$ cat src/rtl/evt_pkg.sv
// rtl/evt_pkg.sv - shared types and defaults for the event readout controller
//
// Purpose: FSM state type and default sizing constants used by
// evt_readout_ctrl and evt_rr_arb.
// Ports: none (package).
package evt_pkg;

  typedef enum logic [1:0] {
    IDLE = 2'd0,
    SCAN = 2'd1,
    HOLD = 2'd2
  } evt_state_e;

  localparam int ROWS_DEF     = 4;
  localparam int COLS_DEF     = 4;
  localparam int X_WIDTH_DEF  = 2;
  localparam int Y_WIDTH_DEF  = 2;
  localparam int TS_WIDTH_DEF = 16;

endpackage

$ cat src/rtl/evt_rr_arb.sv
// rtl/evt_rr_arb.sv - N-way round-robin arbiter with external pointer
//
// Purpose: grants the first requester at or after ptr_i, wrapping at N.
// The pointer is owned by the caller so it can decide when priority moves.
// Ports:
//   req_i  [N-1:0]   request vector
//   ptr_i  [IW-1:0]  index of the highest-priority requester
//   gnt_o  [N-1:0]   one-hot grant (0 when no request)
//   idx_o  [IW-1:0]  index of the granted requester
//   any_o            at least one request present
module evt_rr_arb
  import evt_pkg::*;
#(
  parameter int N  = ROWS_DEF,
  parameter int IW = X_WIDTH_DEF
) (
  input  logic [N-1:0]  req_i,
  input  logic [IW-1:0] ptr_i,
  output logic [N-1:0]  gnt_o,
  output logic [IW-1:0] idx_o,
  output logic          any_o
);

  int             cand;
  logic [IW-1:0]  cand_idx;

  always_comb begin
    gnt_o    = '0;
    idx_o    = '0;
    any_o    = 1'b0;
    cand     = 0;
    cand_idx = '0;
    for (int i = 0; i < N; i++) begin
      cand     = (int'(ptr_i) + i) % N;
      cand_idx = IW'(cand);
      if (!any_o && req_i[cand_idx]) begin
        any_o           = 1'b1;
        gnt_o[cand_idx] = 1'b1;
        idx_o           = cand_idx;
      end
    end
  end

endmodule

$ cat src/rtl/evt_readout_ctrl.sv
// rtl/evt_readout_ctrl.sv - row/column event readout sequencer for the pixel array
//
// Purpose: round-robin picks a requesting row, snapshots its column
// requests, then emits one (row, column) event per pending column in
// ascending order on a valid/ready handshake, acking each pixel for one cycle.
// Optional build macro EVT_TIMESTAMP_EN adds a free-running timestamp that is
// captured with each event.
// Ports:
//   clk_i, reset_ni            clock, asynchronous active-low reset
//   enable_i                   allow a new row to be selected (sampled in IDLE)
//   req_i   [ROWS*COLS-1:0]    pixel request levels, bit r*COLS+c
//   evt_ready_i                downstream accepts the event
//   evt_valid_o                event address valid
//   evt_xadd_o [X_WIDTH-1:0]   event row
//   evt_yadd_o [Y_WIDTH-1:0]   event column
//   ack_o   [ROWS*COLS-1:0]    one-hot one-cycle pixel acknowledge
//   row_gnt_o [ROWS-1:0]       one-hot row being serviced, 0 when idle
//   busy_o                     controller not in IDLE
//   evt_ts_o [TS_WIDTH-1:0]    event timestamp (EVT_TIMESTAMP_EN only)
module evt_readout_ctrl
  import evt_pkg::*;
#(
  parameter int ROWS     = ROWS_DEF,
  parameter int COLS     = COLS_DEF,
  parameter int X_WIDTH  = X_WIDTH_DEF,
  parameter int Y_WIDTH  = Y_WIDTH_DEF
`ifdef EVT_TIMESTAMP_EN
  ,
  parameter int TS_WIDTH = TS_WIDTH_DEF
`endif
) (
  input  logic                 clk_i,
  input  logic                 reset_ni,
  input  logic                 enable_i,
  input  logic [ROWS*COLS-1:0] req_i,
  input  logic                 evt_ready_i,
  output logic                 evt_valid_o,
  output logic [X_WIDTH-1:0]   evt_xadd_o,
  output logic [Y_WIDTH-1:0]   evt_yadd_o,
  output logic [ROWS*COLS-1:0] ack_o,
  output logic [ROWS-1:0]      row_gnt_o,
  output logic                 busy_o
`ifdef EVT_TIMESTAMP_EN
  ,
  output logic [TS_WIDTH-1:0]  evt_ts_o
`endif
);

  evt_state_e             state_q, state_d;
  logic [X_WIDTH-1:0]     ptr_q, ptr_d;
  logic [X_WIDTH-1:0]     row_q, row_d;
  logic [ROWS-1:0]        row_gnt_q, row_gnt_d;
  logic [COLS-1:0]        col_pend_q, col_pend_d;
  logic                   evt_valid_q, evt_valid_d;
  logic [X_WIDTH-1:0]     xadd_q, xadd_d;
  logic [Y_WIDTH-1:0]     yadd_q, yadd_d;
  logic [ROWS*COLS-1:0]   ack_q, ack_d;

  logic [ROWS-1:0]        row_req;
  logic [ROWS-1:0]        arb_gnt;
  logic [X_WIDTH-1:0]     arb_idx;
  logic                   arb_any;
  logic [COLS-1:0]        row_bits;
  logic [Y_WIDTH-1:0]     col_sel;

  always_comb begin
    row_req = '0;
    for (int r = 0; r < ROWS; r++) begin
      row_req[r] = |req_i[r*COLS +: COLS];
    end
  end

  evt_rr_arb #(
    .N  (ROWS),
    .IW (X_WIDTH)
  ) u_row_arb (
    .req_i (row_req),
    .ptr_i (ptr_q),
    .gnt_o (arb_gnt),
    .idx_o (arb_idx),
    .any_o (arb_any)
  );

  // Column bits of the row the arbiter is granting, for the snapshot.
  always_comb begin
    row_bits = '0;
    for (int r = 0; r < ROWS; r++) begin
      if (arb_gnt[r]) begin
        row_bits = req_i[r*COLS +: COLS];
      end
    end
  end

  // Lowest pending column wins: scan downwards so the last hit is the lowest.
  always_comb begin
    col_sel = '0;
    for (int c = COLS - 1; c >= 0; c--) begin
      if (col_pend_q[c]) begin
        col_sel = Y_WIDTH'(c);
      end
    end
  end

  always_comb begin
    state_d     = state_q;
    ptr_d       = ptr_q;
    row_d       = row_q;
    row_gnt_d   = row_gnt_q;
    col_pend_d  = col_pend_q;
    evt_valid_d = evt_valid_q;
    xadd_d      = xadd_q;
    yadd_d      = yadd_q;
    ack_d       = '0;
    case (state_q)
      IDLE: begin
        if (enable_i && arb_any) begin
          row_gnt_d  = arb_gnt;
          row_d      = arb_idx;
          col_pend_d = row_bits;
          state_d    = SCAN;
        end
      end
      SCAN: begin
        if (|col_pend_q) begin
          evt_valid_d = 1'b1;
          xadd_d      = row_q;
          yadd_d      = col_sel;
          state_d     = HOLD;
        end else begin
          // Row done: the next row after this one gets top priority.
          ptr_d     = (row_q == X_WIDTH'(ROWS - 1)) ? '0 : row_q + 1'b1;
          row_gnt_d = '0;
          state_d   = IDLE;
        end
      end
      HOLD: begin
        if (evt_ready_i) begin
          evt_valid_d = 1'b0;
          for (int c = 0; c < COLS; c++) begin
            if (Y_WIDTH'(c) == yadd_q) begin
              col_pend_d[c] = 1'b0;
            end
          end
          for (int r = 0; r < ROWS; r++) begin
            for (int c = 0; c < COLS; c++) begin
              if (X_WIDTH'(r) == xadd_q && Y_WIDTH'(c) == yadd_q) begin
                ack_d[r*COLS + c] = 1'b1;
              end
            end
          end
          state_d = SCAN;
        end
      end
      default: begin
        state_d = IDLE;
      end
    endcase
  end

  always_ff @(posedge clk_i or negedge reset_ni) begin
    if (!reset_ni) begin
      state_q     <= IDLE;
      ptr_q       <= '0;
      row_q       <= '0;
      row_gnt_q   <= '0;
      col_pend_q  <= '0;
      evt_valid_q <= 1'b0;
      xadd_q      <= '0;
      yadd_q      <= '0;
      ack_q       <= '0;
    end else begin
      state_q     <= state_d;
      ptr_q       <= ptr_d;
      row_q       <= row_d;
      row_gnt_q   <= row_gnt_d;
      col_pend_q  <= col_pend_d;
      evt_valid_q <= evt_valid_d;
      xadd_q      <= xadd_d;
      yadd_q      <= yadd_d;
      ack_q       <= ack_d;
    end
  end

  assign evt_valid_o = evt_valid_q;
  assign evt_xadd_o  = xadd_q;
  assign evt_yadd_o  = yadd_q;
  assign ack_o       = ack_q;
  assign row_gnt_o   = row_gnt_q;
  assign busy_o      = (state_q != IDLE);

`ifdef EVT_TIMESTAMP_EN
  logic [TS_WIDTH-1:0] ts_cnt_q;
  logic [TS_WIDTH-1:0] evt_ts_q;

  always_ff @(posedge clk_i or negedge reset_ni) begin
    if (!reset_ni) begin
      ts_cnt_q <= '0;
      evt_ts_q <= '0;
    end else begin
      ts_cnt_q <= ts_cnt_q + 1'b1;
      if (state_q == SCAN && state_d == HOLD) begin
        evt_ts_q <= ts_cnt_q;
      end
    end
  end

  assign evt_ts_o = evt_ts_q;
`endif

endmodule

$ cat config.mk
export PLATFORM = sky130hd
export DESIGN_NAME = evt_readout_ctrl
export DESIGN_NICKNAME = d
export VERILOG_FILES = /design/src/rtl/evt_pkg.sv /design/src/rtl/evt_rr_arb.sv /design/src/rtl/evt_readout_ctrl.sv
export SDC_FILE = /design/constraint.sdc
export NUM_CORES = 1
export LEC_CHECK = 0
export BUFFER_PORTS_ARGS = -buffer_cell sky130_fd_sc_hd__buf_2
export CORE_MARGIN = 1
export CORE_UTILIZATION = 48
export DETAILED_ROUTE_END_ITERATION = 16
export GPL_ROUTABILITY_DRIVEN = 1
export PLACE_DENSITY_LB_ADDON = 0.2
export SYNTH_ARGS = -nofsm -noshare
export SYNTH_HDL_FRONTEND = slang
export SYNTH_HIERARCHICAL = 1
export SYNTH_SLANG_ARGS = --single-unit
export TNS_END_PERCENT = 5
$ cat constraint.sdc
create_clock -name clk_i -period 2.5 [get_ports clk_i]
set_input_delay 0.125 -clock clk_i [delete_from_list [all_inputs] [get_ports clk_i]]
set_output_delay 0.125 -clock clk_i [all_outputs]
set_load 0.02 [all_outputs]
==> metrics.csv <==
stage,metric,value,unit
run_status,status,"complete, but fails checks",
run_status,failing checks,setup timing,
placed_design,port bufs,45,
grt,Total GRT Usage,0.246,
worst_setup_path,critical path endpoint category,flop,
synthesis,synthesized net count,209,
final_layout,layout cells sized above 1,0.500,
timing,Slew headroom,0.487,
detailed_routing,WL final,5.14,mm
detailed_routing,DR vias,1777,
floorplan,full die area,0.00434,mm^2
clock_tree,CTS Buf Count,5,
detailed_routing,number of remaining DRC errors,0,
placed_design,DP HPWL,3.82,mm
final_layout,cell area after layout,0.00276,mm^2
clock_tree,CTS tree,yes,
synthesis,Yosys top cell area share,0.447,
final_layout,post-route insts no fill,314,
worst_setup_path,"slowest stage delay, CP",0.57,ns
floorplan,Core ar.,0.00380,mm^2
grt,first-pass GRT wire length,7.82,mm
detailed_routing,Starting DRT DRC Count,98,
pwr,LEAKAGE,0.00135,uW
timing,Final Hold Vio Count,0,
worst_hold_path,Hold Path Class,in -> reg,
floorplan,I/O pins,46,
synthesis,Synth Flop Type,dfrtp_1,
worst_setup_path,WP data arrival,2.69,ns
pwr,Tot Pwr,3200,uW
final_layout,area grow syn2layout,41.0,%
synthesis,Post-synth EDFFs,0,
clock_tree,CTS HTree Levels,2,
detailed_routing,TritonRoute pass-1 iters,4,
final_layout,Final nets,291,
synthesis,Yosys cell types,48,
worst_setup_path,crit start category,input port,
placed_design,Area after DPL,0.00249,mm^2
synthesis,synth warn,6,
synthesis,asr flop ratio synth,1.00,
timing,RSZ-0062 raised after global routing,yes,
synthesis,"Seq/Total Area, Yosys",0.447,
clock_tree,# clock sinks,35,
pwr,Power per Cell Area,1160,mW/mm^2
pwr,Peak VDD IR,0.761,mV
worst_setup_path,crit-path cells,buf_2 > or4_4 > mux4_2 > nor4b_4 > a22oi_2 > o21ai_4 > and3b_2 > a2111oi_4 > o22ai_1,
grt,largest net degree at the start of global routing,36,
final_layout,most frequent cells in the layout,"buf_2, buf_4, dfrtp_1",
detailed_routing,Vias/cell,5.66,
grt,grt ovf,0,
synthesis,Yosys top cell by area,dfrtp_1,
clock_tree,clock buffer depth,2,
final_layout,fill count,255,
timing,setup ws final,-0.0334,ns
placed_design,RePlAce Congestion,0.882,
synthesis,mapped cell area,0.00196,mm^2
timing,highest clock rate,0.395,GHz
final_layout,diode count,0,
worst_setup_path,CP Class,in -> reg,
final_layout,"commonest non-fill, non-tap cell in the layout",buf_2,
clock_tree,Clock Latency Late Sink,0.28,ns
worst_setup_path,CP max-delay cell,or4_4,
synthesis,Mapped Cells,183,
grt,initial antenna violation count,0,
detailed_routing,Final ANT Viol Nets,0,
clock_tree,Root Driver,clkbuf_8,
flow_run,max cap viols,0,
worst_setup_path,"Req. time, crit path",2.65,ns
timing,Worst Tran Pin Value,0.769,ns
floorplan,Die X,65.9,um
placed_design,placed cells,301,
synthesis,Yosys reg bits,35,
timing,setup violators final,1,
grt,vias in the first global route,1712,
detailed_routing,WL per Instance,16.4,um
floorplan,Initial Util,0.516,
timing,hold slack,0.119,ns
timing,"Slew Viols, Final",0,
timing,Clock Skew,0.00535,ns
floorplan,Die Ht,65.9,um
timing,fin crit period,2.53,ns
clock_tree,Worst-path clk slew,0.07,ns
synthesis,Syn Area/Cell,10.7,um^2
final_layout,post-layout util,0.727,
worst_setup_path,CP max FO,6,
floorplan,row cnt,22,
timing,final worst path period share,1.01,
synthesis,largest cells by area after synthesis,"dfrtp_1, a22oi_1, ha_1, nor2_1, o21ai_0",
[critical path, delay by kind of cell]
kind	cells	cell delay (ns)
AOI/OAI and AO/OA	4	0.59
buffers and inverters	1	0.10
muxes	1	0.56
and+or+nand+nor	3	1.30
[state kept, by name (all words and copies together), names as in the netlist]
| name | count |
|---|---|
| evt_valid_o | 1 |
| row_gnt_o | 4 |
| col_pend_q | 4 |
| evt_xadd_o | 2 |
| ptr_q | 2 |
| evt_yadd_o | 2 |
| state_q | 2 |
| ack_o | 16 |
| row_q | 2 |
[power breakdown]
part           switching [uW]  leakage (uW)  internal, uW
logic                     879      0.000829           893
clock network             191     0.0000612           322
registers                 198      0.000459           717
[repair_timing]
item,in CTS,in global routing
hold buffers,1,0
setup endpoints to repair,5,8
gates resized for setup,10,19
buffers inserted,1,3
endpoints found under the hold margin,35,0
pin swaps,1,3
[path summary, 6_finish.rpt]
check | from | to | slack, ns | depth (start not counted)
max | req_i[10] | col_pend_q[2] | -0.03 | 9
min | evt_ready_i | state_q[1] | 0.12 | 2
max reg2reg | ptr_q[0] | col_pend_q[2] | -0.03 | 8
min reg2reg | evt_valid_o | evt_valid_o | 0.50 | 1
max in group asynchronous | reset_ni | ptr_q[1] | 1.50 | 2
min in group asynchronous | reset_ni | col_pend_q[3] | 0.46 | 2
[final cells by class]
type                       instances  area (um^2)  area share
clock inverter                     2         35.0      0.0127
tap                               48         60.1      0.0217
multi-input combinational        133         1150       0.415
timing repair buffer              84          537       0.194
sequential                        35          878       0.318
inverter                           6         22.5     0.00815
clock buffer                       6         82.6      0.0299
[stage by stage]
step	TNS, ns	worst slack (ns)
2_1_floorplan	-0.279	-0.0865
3_3_place_gp	-1.81	-0.366
3_5_place_dp	-2.51	-0.450
4_1_cts	-0.0266	-0.0241
5_1_grt	-0.256	-0.107
6_report	-0.0334	-0.0334
[cells in the mapped netlist, types with 3 or more instances]
cell type and number:
dfrtp_1 35, nor2_1 20, nand2_1 15, o21ai_0 15
a22oi_1 10, ha_1 6, inv_1 6, nand2b_1 5
nor3_1 5, a21o_1 4, buf_2 4, o22ai_1 4
or4_1 4, a221oi_1 3, mux2_2 3
[per-layer routing]
metal | wire length (um) | track usage | part of all wire | vias to the layer above
li1 | - | - | - | 847
met1 | 2260 | 0.322 | 0.44 | 865
met2 | 2580 | 0.409 | 0.50 | 61
met3 | 259 | 0.0483 | 0.050 | 4
met4 | 42 | 0.0734 | 0.0082 | 0
met5 | 0 | 0 | 0 | -
[logic make-up (layout without fill, tap and decap cells)]
family	after synthesis	after routing	share of synthesized area
adder cells (fa/ha/maj)	6	6	0.0383
buffers and inverters	15	98	0.0396
AND/OR/NAND/NOR	69	69	0.218
AO/OA/AOI/OAI	47	47	0.165
multiplexers	11	11	0.0926
flip-flops	35	35	0.447
Power figures use the tool's default switching activity.
